### config.mk
export PLATFORM = sky130hd
export DESIGN_NAME = router_ctrl_wh
export DESIGN_NICKNAME = d
export VERILOG_FILES = /design/src/rtl/router_ctrl_wh.sv
export SDC_FILE = /design/constraint.sdc
export NUM_CORES = 1
export LEC_CHECK = 0
export ABC_AREA = 0
export BUFFER_PORTS_ARGS = -buffer_cell sky130_fd_sc_hd__buf_2
export CELL_PAD_IN_SITES_DETAIL_PLACEMENT = 0
export CELL_PAD_IN_SITES_GLOBAL_PLACEMENT = 2
export CORE_MARGIN = 4
export CORE_UTILIZATION = 35
export CTS_BUF_LIST = sky130_fd_sc_hd__clkbuf_8
export DETAILED_ROUTE_END_ITERATION = 6
export HOLD_SLACK_MARGIN = 0.12
export PLACE_DENSITY = 0.82
export REMOVE_ABC_BUFFERS = 1
export SYNTH_ARGS = -nofsm -noshare
export SYNTH_HDL_FRONTEND = slang
export SYNTH_SLANG_ARGS = --single-unit
export TNS_END_PERCENT = 10
### constraint.sdc
create_clock -name clk -period 8.62 [get_ports clk]
set_input_delay 1.724 -clock clk [delete_from_list [all_inputs] [get_ports clk]]
set_output_delay 1.724 -clock clk [all_outputs]
set_load 0.02 [all_outputs]
### src/rtl/router_ctrl_wh.sv
// Five-port mesh switch controller: YX routing, per-output round-robin arbitration,
// wormhole output locking and credit-based flow control.
module router_ctrl_wh #(
   parameter int unsigned COORD_W = 4,
   parameter int unsigned CREDITS = 4
) (
   input  logic                     clk,
   input  logic                     rst,
   input  logic [2*COORD_W-1:0]     local_addr_i,
   input  logic [5*2*COORD_W-1:0]   packet_addr_i,
   input  logic [4:0]               packet_valid_i,
   input  logic [4:0]               packet_tail_i,
   input  logic [4:0]               credit_return_i,
   output logic [24:0]              grant_o,
   output logic [4:0]               grant_v_o,
   output logic [4:0]               pop_o,
   output logic [4:0]               route_err_o,
   output logic [4:0]               credit_err_o
);

   localparam int unsigned CNT_W = $clog2(CREDITS + 1);
   localparam int unsigned AW    = 2 * COORD_W;
   localparam int unsigned NP    = 5;

   localparam logic [2:0] PortN = 3'd0;
   localparam logic [2:0] PortS = 3'd1;
   localparam logic [2:0] PortE = 3'd2;
   localparam logic [2:0] PortW = 3'd3;
   localparam logic [2:0] PortL = 3'd4;

   localparam logic [CNT_W-1:0] CredMax = CNT_W'(CREDITS);

   logic [NP-1:0]    lock_v_q, lock_v_d;
   logic [2:0]       lock_own_q [NP];
   logic [2:0]       lock_own_d [NP];
   logic [2:0]       rr_q [NP];
   logic [2:0]       rr_d [NP];
   logic [CNT_W-1:0] cred_q [NP];
   logic [CNT_W-1:0] cred_d [NP];
   logic [NP-1:0]    route_err_q, route_err_d;
   logic [NP-1:0]    credit_err_q, credit_err_d;

   logic [2:0]       req_out [NP];
   logic [NP-1:0]    req_v;
   logic [NP-1:0]    illegal;
   logic [NP-1:0]    elig [NP];
   logic [24:0]      grant;
   logic [NP-1:0]    row_v;

   logic [COORD_W-1:0] lx, ly;
   assign lx = local_addr_i[COORD_W +: COORD_W];
   assign ly = local_addr_i[0 +: COORD_W];

   // Bit o set when a head arriving on in_port may turn towards output o.
   function automatic logic [NP-1:0] legal_mask(input logic [2:0] in_port);
      case (in_port)
         PortN:   legal_mask = 5'b11110;
         PortS:   legal_mask = 5'b11101;
         PortE:   legal_mask = 5'b11000;
         PortW:   legal_mask = 5'b10100;
         PortL:   legal_mask = 5'b01111;
         default: legal_mask = 5'b00000;
      endcase
   endfunction

   // Per-input request: locked output for body flits, YX route for heads.
   always_comb begin
      logic [COORD_W-1:0] px, py;
      logic [2:0]         dir, own_out;
      logic               owned;
      logic [NP-1:0]      mask;
      for (int i = 0; i < NP; i++) begin
         px = packet_addr_i[i*AW+COORD_W +: COORD_W];
         py = packet_addr_i[i*AW +: COORD_W];
         if (py > ly)      dir = PortN;
         else if (py < ly) dir = PortS;
         else if (px > lx) dir = PortE;
         else if (px < lx) dir = PortW;
         else              dir = PortL;
         owned   = 1'b0;
         own_out = 3'd0;
         for (int o = 0; o < NP; o++) begin
            if (lock_v_q[o] && lock_own_q[o] == 3'(i)) begin
               owned   = 1'b1;
               own_out = 3'(o);
            end
         end
         mask       = legal_mask(3'(i));
         illegal[i] = !owned && !mask[dir];
         req_out[i] = owned ? own_out : dir;
         req_v[i]   = packet_valid_i[i] && !illegal[i];
      end
   end

   always_comb begin
      for (int o = 0; o < NP; o++) begin
         for (int i = 0; i < NP; i++) begin
            elig[o][i] = req_v[i] && (req_out[i] == 3'(o)) && (cred_q[o] != '0) &&
                         (!lock_v_q[o] || lock_own_q[o] == 3'(i));
         end
      end
   end

   // Round-robin search from rr_q; a locked output has only its owner eligible.
   always_comb begin
      logic found;
      int   c;
      grant = '0;
      for (int o = 0; o < NP; o++) begin
         found = 1'b0;
         for (int k = 0; k < NP; k++) begin
            c = int'(rr_q[o]) + k;
            if (c >= NP) c = c - NP;
            if (!found && elig[o][c]) begin
               grant[o*NP + c] = 1'b1;
               found           = 1'b1;
            end
         end
      end
   end

   always_comb begin
      for (int o = 0; o < NP; o++) row_v[o] = |grant[o*NP +: NP];
   end

   always_comb begin
      grant_o   = rst ? grant : '0;
      grant_v_o = rst ? row_v : '0;
      pop_o     = '0;
      for (int o = 0; o < NP; o++) pop_o = pop_o | grant_o[o*NP +: NP];
   end

   assign route_err_o  = route_err_q;
   assign credit_err_o = credit_err_q;

   always_comb begin
      logic [2:0] gi;
      lock_v_d     = lock_v_q;
      route_err_d  = route_err_q | (packet_valid_i & illegal);
      credit_err_d = credit_err_q;
      for (int o = 0; o < NP; o++) begin
         lock_own_d[o] = lock_own_q[o];
         rr_d[o]       = rr_q[o];
         cred_d[o]     = cred_q[o];
         gi            = 3'd0;
         for (int i = 0; i < NP; i++) begin
            if (grant[o*NP + i]) gi = 3'(i);
         end
         if (credit_return_i[o] && cred_q[o] == CredMax) credit_err_d[o] = 1'b1;
         if (row_v[o] && !credit_return_i[o]) begin
            cred_d[o] = cred_q[o] - CNT_W'(1);
         end else if (!row_v[o] && credit_return_i[o] && cred_q[o] != CredMax) begin
            cred_d[o] = cred_q[o] + CNT_W'(1);
         end
         if (row_v[o]) begin
            if (packet_tail_i[gi]) begin
               lock_v_d[o] = 1'b0;
               rr_d[o]     = (gi == PortL) ? 3'd0 : gi + 3'd1;
            end else begin
               lock_v_d[o]   = 1'b1;
               lock_own_d[o] = gi;
            end
         end
      end
   end

   always_ff @(posedge clk) begin
      if (!rst) begin
         lock_v_q     <= '0;
         route_err_q  <= '0;
         credit_err_q <= '0;
         for (int o = 0; o < NP; o++) begin
            lock_own_q[o] <= 3'd0;
            rr_q[o]       <= 3'd0;
            cred_q[o]     <= CredMax;
         end
      end else begin
         lock_v_q     <= lock_v_d;
         route_err_q  <= route_err_d;
         credit_err_q <= credit_err_d;
         for (int o = 0; o < NP; o++) begin
            lock_own_q[o] <= lock_own_d[o];
            rr_q[o]       <= rr_d[o];
            cred_q[o]     <= cred_d[o];
         end
      end
   end

endmodule

=== Yosys cells after proc, flatten, opt, wreduce, memory -nomap -nowiden ===
Memories as Yosys holds them, arrays and structs flattened.
Cells that the tools add are included.
Widths: inputs -> output; s select.

* ROM bits: 40
* Logic and storage cells: 958
* Memories: 8
* Memory bits (writable): 45
* Bits of input ports: 65
* Register bits after elaboration: 15
* Output and inout port bits: 45
* Latch bits: 0

* Mux-type cells: 359
* Multiply operators: 0
* $lt $le $gt $ge: 130
* $add $sub $neg: 80
* Divide/modulo/power cells: 0
* Reductions and logical operators: 270
* Bitwise logic cells: 45
* Eq/ne operators: 55
* Shift-type cells: 0

{| class="wikitable"
|+ Memory list
! memory !! words !! width !! rd ports !! clocked after Yosys merged registers in !! wr ports !! line !! RTL
|-
| cred_q || 5 || 3 || 5 || 0 || 5 || 38 || <nowiki>logic [CNT_W-1:0] cred_q [NP];</nowiki>
|-
| lock_own_q || 5 || 3 || 5 || 0 || 5 || 34 || <nowiki>logic [2:0] lock_own_q [NP];</nowiki>
|-
| rr_q || 5 || 3 || 5 || 0 || 5 || 36 || <nowiki>logic [2:0] rr_q [NP];</nowiki>
|-
| (no name shown) || 8 || 1 || 1 || 0 || 0 || 89 || <nowiki>illegal[i] = !owned && !mask[dir];</nowiki>
|-
| (no name shown) || 8 || 1 || 1 || 0 || 0 || 89 ||
|-
| (no name shown) || 8 || 1 || 1 || 0 || 0 || 89 ||
|-
| +2 memories || - || - || - || - || - || - ||
|}

{| class="wikitable"
|+ Operators by type and width
! kind !! count
|-
| $ge 32x1->1 const B || 25
|-
| $lt 32x5->1 const B || 25
|-
| $lt 32x6->1 const B || 25
|-
| $mux 32 || 25
|-
| $mux 25 || 26
|-
| $or 25x25->25 || 24
|-
| $add 4x32->32 const A || 10
|-
| $mux 3 || 105
|-
| $logic_and 1x1->1 || 175
|-
| $add 3x32->32 const A || 5
|-
| $add 5x32->32 const A || 5
|-
| $mux 1 || 147
|-
| $demux 1 s5 || 25
|-
| $sub 4x3->5 const B || 20
|-
| $bmux 1 s3 || 30
|-
| $ge 4x3->1 const B || 20
|-
| $eq 3x2->1 const B || 20
|-
| $eq 3x3->1 const B || 20
|-
| $logic_not 1->1 || 50
|-
| $add 3x2->4 const B || 10
|-
| $gt 4x4->1 || 10
|-
| $lt 3x4->1 const B || 10
|-
| $lt 4x4->1 || 10
|-
| $add 3x1->3 const B || 10
|-
| 15 further kinds || 107
|}

=== Logic depth before layout (Yosys ltp) ===
* Depth after elaboration: 79
* Gate-level depth with buffers: 30
* Gate-level depth less buffers: 27

=== Worst setup path before layout ===
OpenSTA, ideal clock, no wires.

* Path kind: in2out
* Start point: input local_addr_i[3]
* End point: output pop_o[3]
* Path slack: 1.003 ns
* Data arrival time: 5.893 ns
* Cell stages on the path: 15
* Cells stage by stage: inv_1 > ha_1 > nand4_1 > or3_1 > o32a_1 > and3_1 > a211oi_1 > or3_4 > or3_1 > nor4_1 > or4_1 > or4_1 > nor2_2 > nor2_1 > or4b_1

* Elaborated cells on any way between the ends: 344
* Classes of those cells: 10 x order compare; 20 x eq/ne; 141 x mux; 28 x bitwise; 140 x reduce/logical; 5 x memory

{| class="wikitable"
|+ RTL lines
! item !! line !! RTL
|-
| from (decl) || 9 || <nowiki>input logic [2*COORD_W-1:0] local_addr_i,</nowiki>
|-
| $lt 4x4->1 || 76 || <nowiki>else if (py < ly) dir = PortS;</nowiki>
|-
| $mux 3 || 76 ||
|-
| $mux 3 || 75 || <nowiki>if (py > ly) dir = PortN;</nowiki>
|-
| $mem_v2 8x1 || - ||
|-
| $mux 1 (not written as such) || 89 ||
|-
| $logic_not 1->1 || 89 ||
|-
| $logic_and 1x1->1 || 89 ||
|-
| $logic_not 1->1 || 91 || <nowiki>req_v[i] = packet_valid_i[i] && !illegal[i];</nowiki>
|-
| [... 55 more ...] || - ||
|-
| $mux 25 || 114 || <nowiki>if (!found && elig[o][c]) begin</nowiki>
|-
| $or 25x25->25 (no source line) || - ||
|-
| $mux 25 || 114 ||
|-
| $or 25x25->25 (no source line) || - ||
|-
| $mux 25 (*) || 114 ||
|-
| $mux 25 (*) || 127 || <nowiki>grant_o = rst ? grant : '0;</nowiki>
|-
| via grant_o[23] || 14 || <nowiki>output logic [24:0] grant_o,</nowiki>
|-
| $or 5x5->5 (*) || 130 || <nowiki>for (int o = 0; o < NP; o++) pop_o = pop_o | grant_o[o*NP +: NP];</nowiki>
|-
| to (decl) || 16 || <nowiki>output logic [4:0] pop_o,</nowiki>
|}

Mark *: on every way through the listed nets, which the timed path passes. The rest lies on a longest branch. The select of a mux whose other input is x is not followed.

=== Final worst setup path ===
* Start point: input local_addr_i[1]
* End point: output pop_o[4]

* Longest elaborated chain between the ends: 73
* Elaborated cells on any way between the ends: 344
* Classes of those cells: 10 x order compare; 20 x eq/ne; 141 x mux; 28 x bitwise; 140 x reduce/logical; 5 x memory

{| class="wikitable"
|+ RTL lines
! item !! line
|-
| $lt 4x4->1 || 76
|-
| $mux 3 || 76
|-
| $mux 3 || 75
|-
| $mem_v2 8x1 || -
|-
| $mux 1 (not written as such) || 89
|-
| $logic_not 1->1 || 89
|-
| $logic_and 1x1->1 || 89
|-
| $logic_not 1->1 || 91
|-
| [... 55 more ...] || -
|-
| $mux 25 || 114
|-
| $or 25x25->25 (no source line) || -
|-
| $mux 25 || 114
|-
| $or 25x25->25 (no source line) || -
|-
| $mux 25 (*) || 114
|-
| $mux 25 (*) || 127
|-
| $or 5x5->5 (3 in a row) || 130
|-
| $or 5x5->5 (*) || 130
|}

Every way passes the cells marked *; elsewhere a longest branch is shown, timed or not. The select of a mux whose other input is x is not followed.

==> flow_metrics.py <==
metrics = {
    "floorplan": {
        "core_um2": 56600,
        "die-area_um2": 61200,
        "die_w_um": 247,
        "ios": 110,
        "start_util": 0.355,
        "rows": 87,
        "fp.dieH_um": 247,
    },
    "cells_and_area": {
        "register_area_um2": 1200,
        "final_area_um2": 24000,
        "final_core_util": 0.424,
        "fin_nets": 3514,
        "final_cell_mix": "buf_4, nand2_1, nor2_1, ha_1, nor3_1",
        "antenna_cells": 0,
        "nFillCells": 6038,
        "layout-drive-gt1-share": 0.195,
        "final_common_cell": "buf_4",
        "multi_input_area_um2": 17900,
        "syn_to_final_growth_pct": 19.5,
    },
    "setup_path": {
        "path_cells": "buf_2 > inv_1 > ha_1 > nor2b_1 > o211ai_1 > a22oi_2 > a211oi_2 > buf_4 > a21boi_0 > o32a_1 > nand3_2 > o221ai_1 > or4_1 > nor4_2 > buf_4 > and2_1 > a21oi_1 > or4_1 > buf_2",
        "critPathRequiredTime_ns": 6.90,
        "rrSetupSlack_ns": 1.19,
        "max_stage_delay_ns": 0.68,
        "startpoint_type": "input port",
        "r2r_end": "cred_q[0][11]",
        "critical_path_class": "input port to output port",
        "cp-endpoint": "pop_o[4]",
        "cp_slowest_cell": "or4_1",
        "end_kind": "output port",
        "crit_path_max_fanout": 6,
        "reg2regPathDepth": 25,
        "crit_start": "local_addr_i[1]",
        "crit_arrival_ns": 6.87,
        "reg2reg_from": "rr_q[0][7]",
    },
    "routing": {
        "wl_met1_mm": 50.3,
        "vias": 26900,
        "vias_per_cell": 6.75,
        "dr.max_layer_used": "met5",
        "wl_met3_mm": 12.3,
        "drc": 5,
        "drt-initial-drc-count": 3372,
        "wl_met2_mm": 52.3,
        "ant_nets": 0,
        "wl_mm": 122,
        "drtPass1Iterations": 7,
        "avgRoutedWirePerCell_um": 30.6,
    },
    "cts": {
        "cts_htree_levels": 3,
        "cts-buffers-inserted": 9,
        "ctsHoldBuffers": 0,
        "root_buffer": "clkbuf_8",
        "clk_latency_ns": 0.40,
        "cts_tree": "done",
        "cts_num_sinks": 60,
        "path_clk_slew_ns": 0.08,
        "cts_buffer_depth": 2,
    },
    "grt": {
        "antenna_found_initial": 8,
        "grt_pass1_vias": 24700,
        "grtUsageTotal": 0.379,
        "grt_max_degree": 53,
        "gr-total-overflow": 0,
        "grt_pass1_wl_mm": 172,
    },
    "placed_design": {
        "dpl-instance-area_um2": 23600,
        "portBuffers": 109,
        "place_hpwl_mm": 105,
        "routabilityCongestion": 1.19,
    },
    "pwr": {
        "p_seq_frac": 0.058,
        "intPower_mw": 3.39,
        "p_sw_frac": 0.620,
        "total_power_mw": 8.92,
        "switchingPower_mw": 5.53,
        "power.density_nw_per_um2": 372,
        "p_leak_nw": 10.1,
        "power.share.combinational": 0.914,
        "power.share.clock": 0.028,
        "max-vdd-ir-drop_v": 0.000178,
    },
    "timing": {
        "hold_viol_final": 0,
        "setup-violations-final": 0,
        "slew_violations": 0,
        "fin_crit_ns": 8.60,
        "fin_skew_ns": 0.0128,
        "grt_setup_unrepaired": "yes",
        "maxSlewHeadroom": 0.205,
        "worstMarginPinSlew_ns": 1.18,
        "fin_crit_sh": 0.997,
        "setup_tns_ns": 0,
        "fmax_ghz": 0.116,
    },
    "status": {
        "violations": "design-rule violations",
        "status": "complete, but fails checks",
    },
    "yosys": {
        "synthArstFlopShare": 0,
        "yosysSeqAreaShare": 0.0598,
        "synth.distinct_cells": 125,
        "ys_ff_latch": 60,
        "yosys_warnings": 0,
        "syn-cell-area_um2": 20100,
        "synth.avg_cell_area_um2": 6.95,
        "syn_inst": 2890,
        "ys.flop_type": "dfxtp_1",
        "synth_edf_count": 0,
    },
    "hold_path": {
        "hp-start": "credit_err_o[0]",
        "hold_path.class": "flop to flop",
    },
    "job": {
        "drv_cap": 0,
    },
}
cell families after synthesis:
logic type,count (synthesis),synth area share
compound gates,786,0.290
xor+xnor,49,0.0214
fa+ha+maj,220,0.141
buf+inv,272,0.0575
flops,60,0.0598
mux,52,0.0268
simple gates,1451,0.403
metal layers:
layer / up-vias / track usage
met2: 1575 / 0.589
li1: 11900 / -
met3: 350 / 0.0850
met5: - / 0
met1: 13100 / 0.498
met4: 8 / 0.175
synthesized netlist by cell type (all sizes together) (49+ instances only):
cell type / number / share of area
a21oi: 135 / 0.035
and2: 49 / 0.015
buf: 60 / 0.018
clkbuf: 75 / 0.014
dfxtp: 60 / 0.060
ha: 209 / 0.13
inv: 135 / 0.025
nand2: 284 / 0.053
nand2b: 72 / 0.022
nand3: 129 / 0.033
nand4: 109 / 0.034
nor2: 256 / 0.048
nor3: 139 / 0.035
nor4: 72 / 0.024
o21ai: 117 / 0.029
how the worst min path moves through the flow:
| stage | endpoint | slack, ns | depth (start not counted) |
|---|---|---|---|
| finish | credit_err_o[0] | 0.47 | 2 |
| global route | route_err_o[0] | 0.51 | 1 |
| CTS | credit_err_o[3] | 0.47 | 2 |
| detailed placement | credit_err_o[3] | 0.45 | 2 |
| global placement | route_err_o[1] | 0.45 | 2 |
| floorplan | cred_q[0][7] | 0.46 | 2 |
final cells by class:
class / count / share of cell area
multi-input cells: 2558 / 0.746
repair buffers: 464 / 0.136
flip-flops and latches: 60 / 0.0501
well taps: 756 / 0.0394
inverters: 137 / 0.0214
clock buffers: 10 / 0.00574
clock inverters: 4 / 0.00115
flip-flops by register name (all words and copies together), names as in the netlist:
| register | cells |
|---|---|
| lock_v_q | 5 |
| rr_q | 15 |
| lock_own_q | 15 |
| credit_err_o | 5 |
| cred_q | 15 |
| route_err_o | 5 |
worst max-delay path: cells and delay by family:
family                     cells  cell delay, ns
and+or+nand+nor                6            1.92
AOI/OAI and AO/OA              7            2.03
buffers and inverters          5            0.90
adders and majority gates      1            0.27
stage by stage:
| step | std cells | setup slack [ns] | hold WS [ns] |
|---|---|---|---|
| CTS | 3985 | 0.00368 | 0.471 |
| floorplan | 2755 | -0.630 | 0.464 |
| finish | 3989 | 0.0249 | 0.468 |
| detailed placement | 3971 | -0.0939 | 0.454 |
| global placement | 3971 | -0.0372 | 0.445 |
| global route | 3989 | -0.0251 | 0.509 |
timing repair:
| action | 4_1_cts | 5_1_grt |
|---|---|---|
| setup endpoints to repair | 3 | 14 |
| pin swaps | 1 | 6 |
| cloned | 0 | 0 |
| buffers inserted | 0 | 4 |
| endpoints found under the hold margin | 0 | 0 |
| gates resized for setup | 3 | 31 |
power groups by stage:
stage	clock network [mW]	registers (mW)	logic [mW]
2_1_floorplan	0	0.519	4.40
3_3_place_gp	0	0.508	7.70
3_5_place_dp	0	0.514	7.79
4_1_cts	0.249	0.508	7.83
5_1_grt	0.261	0.526	8.59
6_report	0.248	0.516	8.16
No activity file was read; power rests on OpenSTA's default activity.
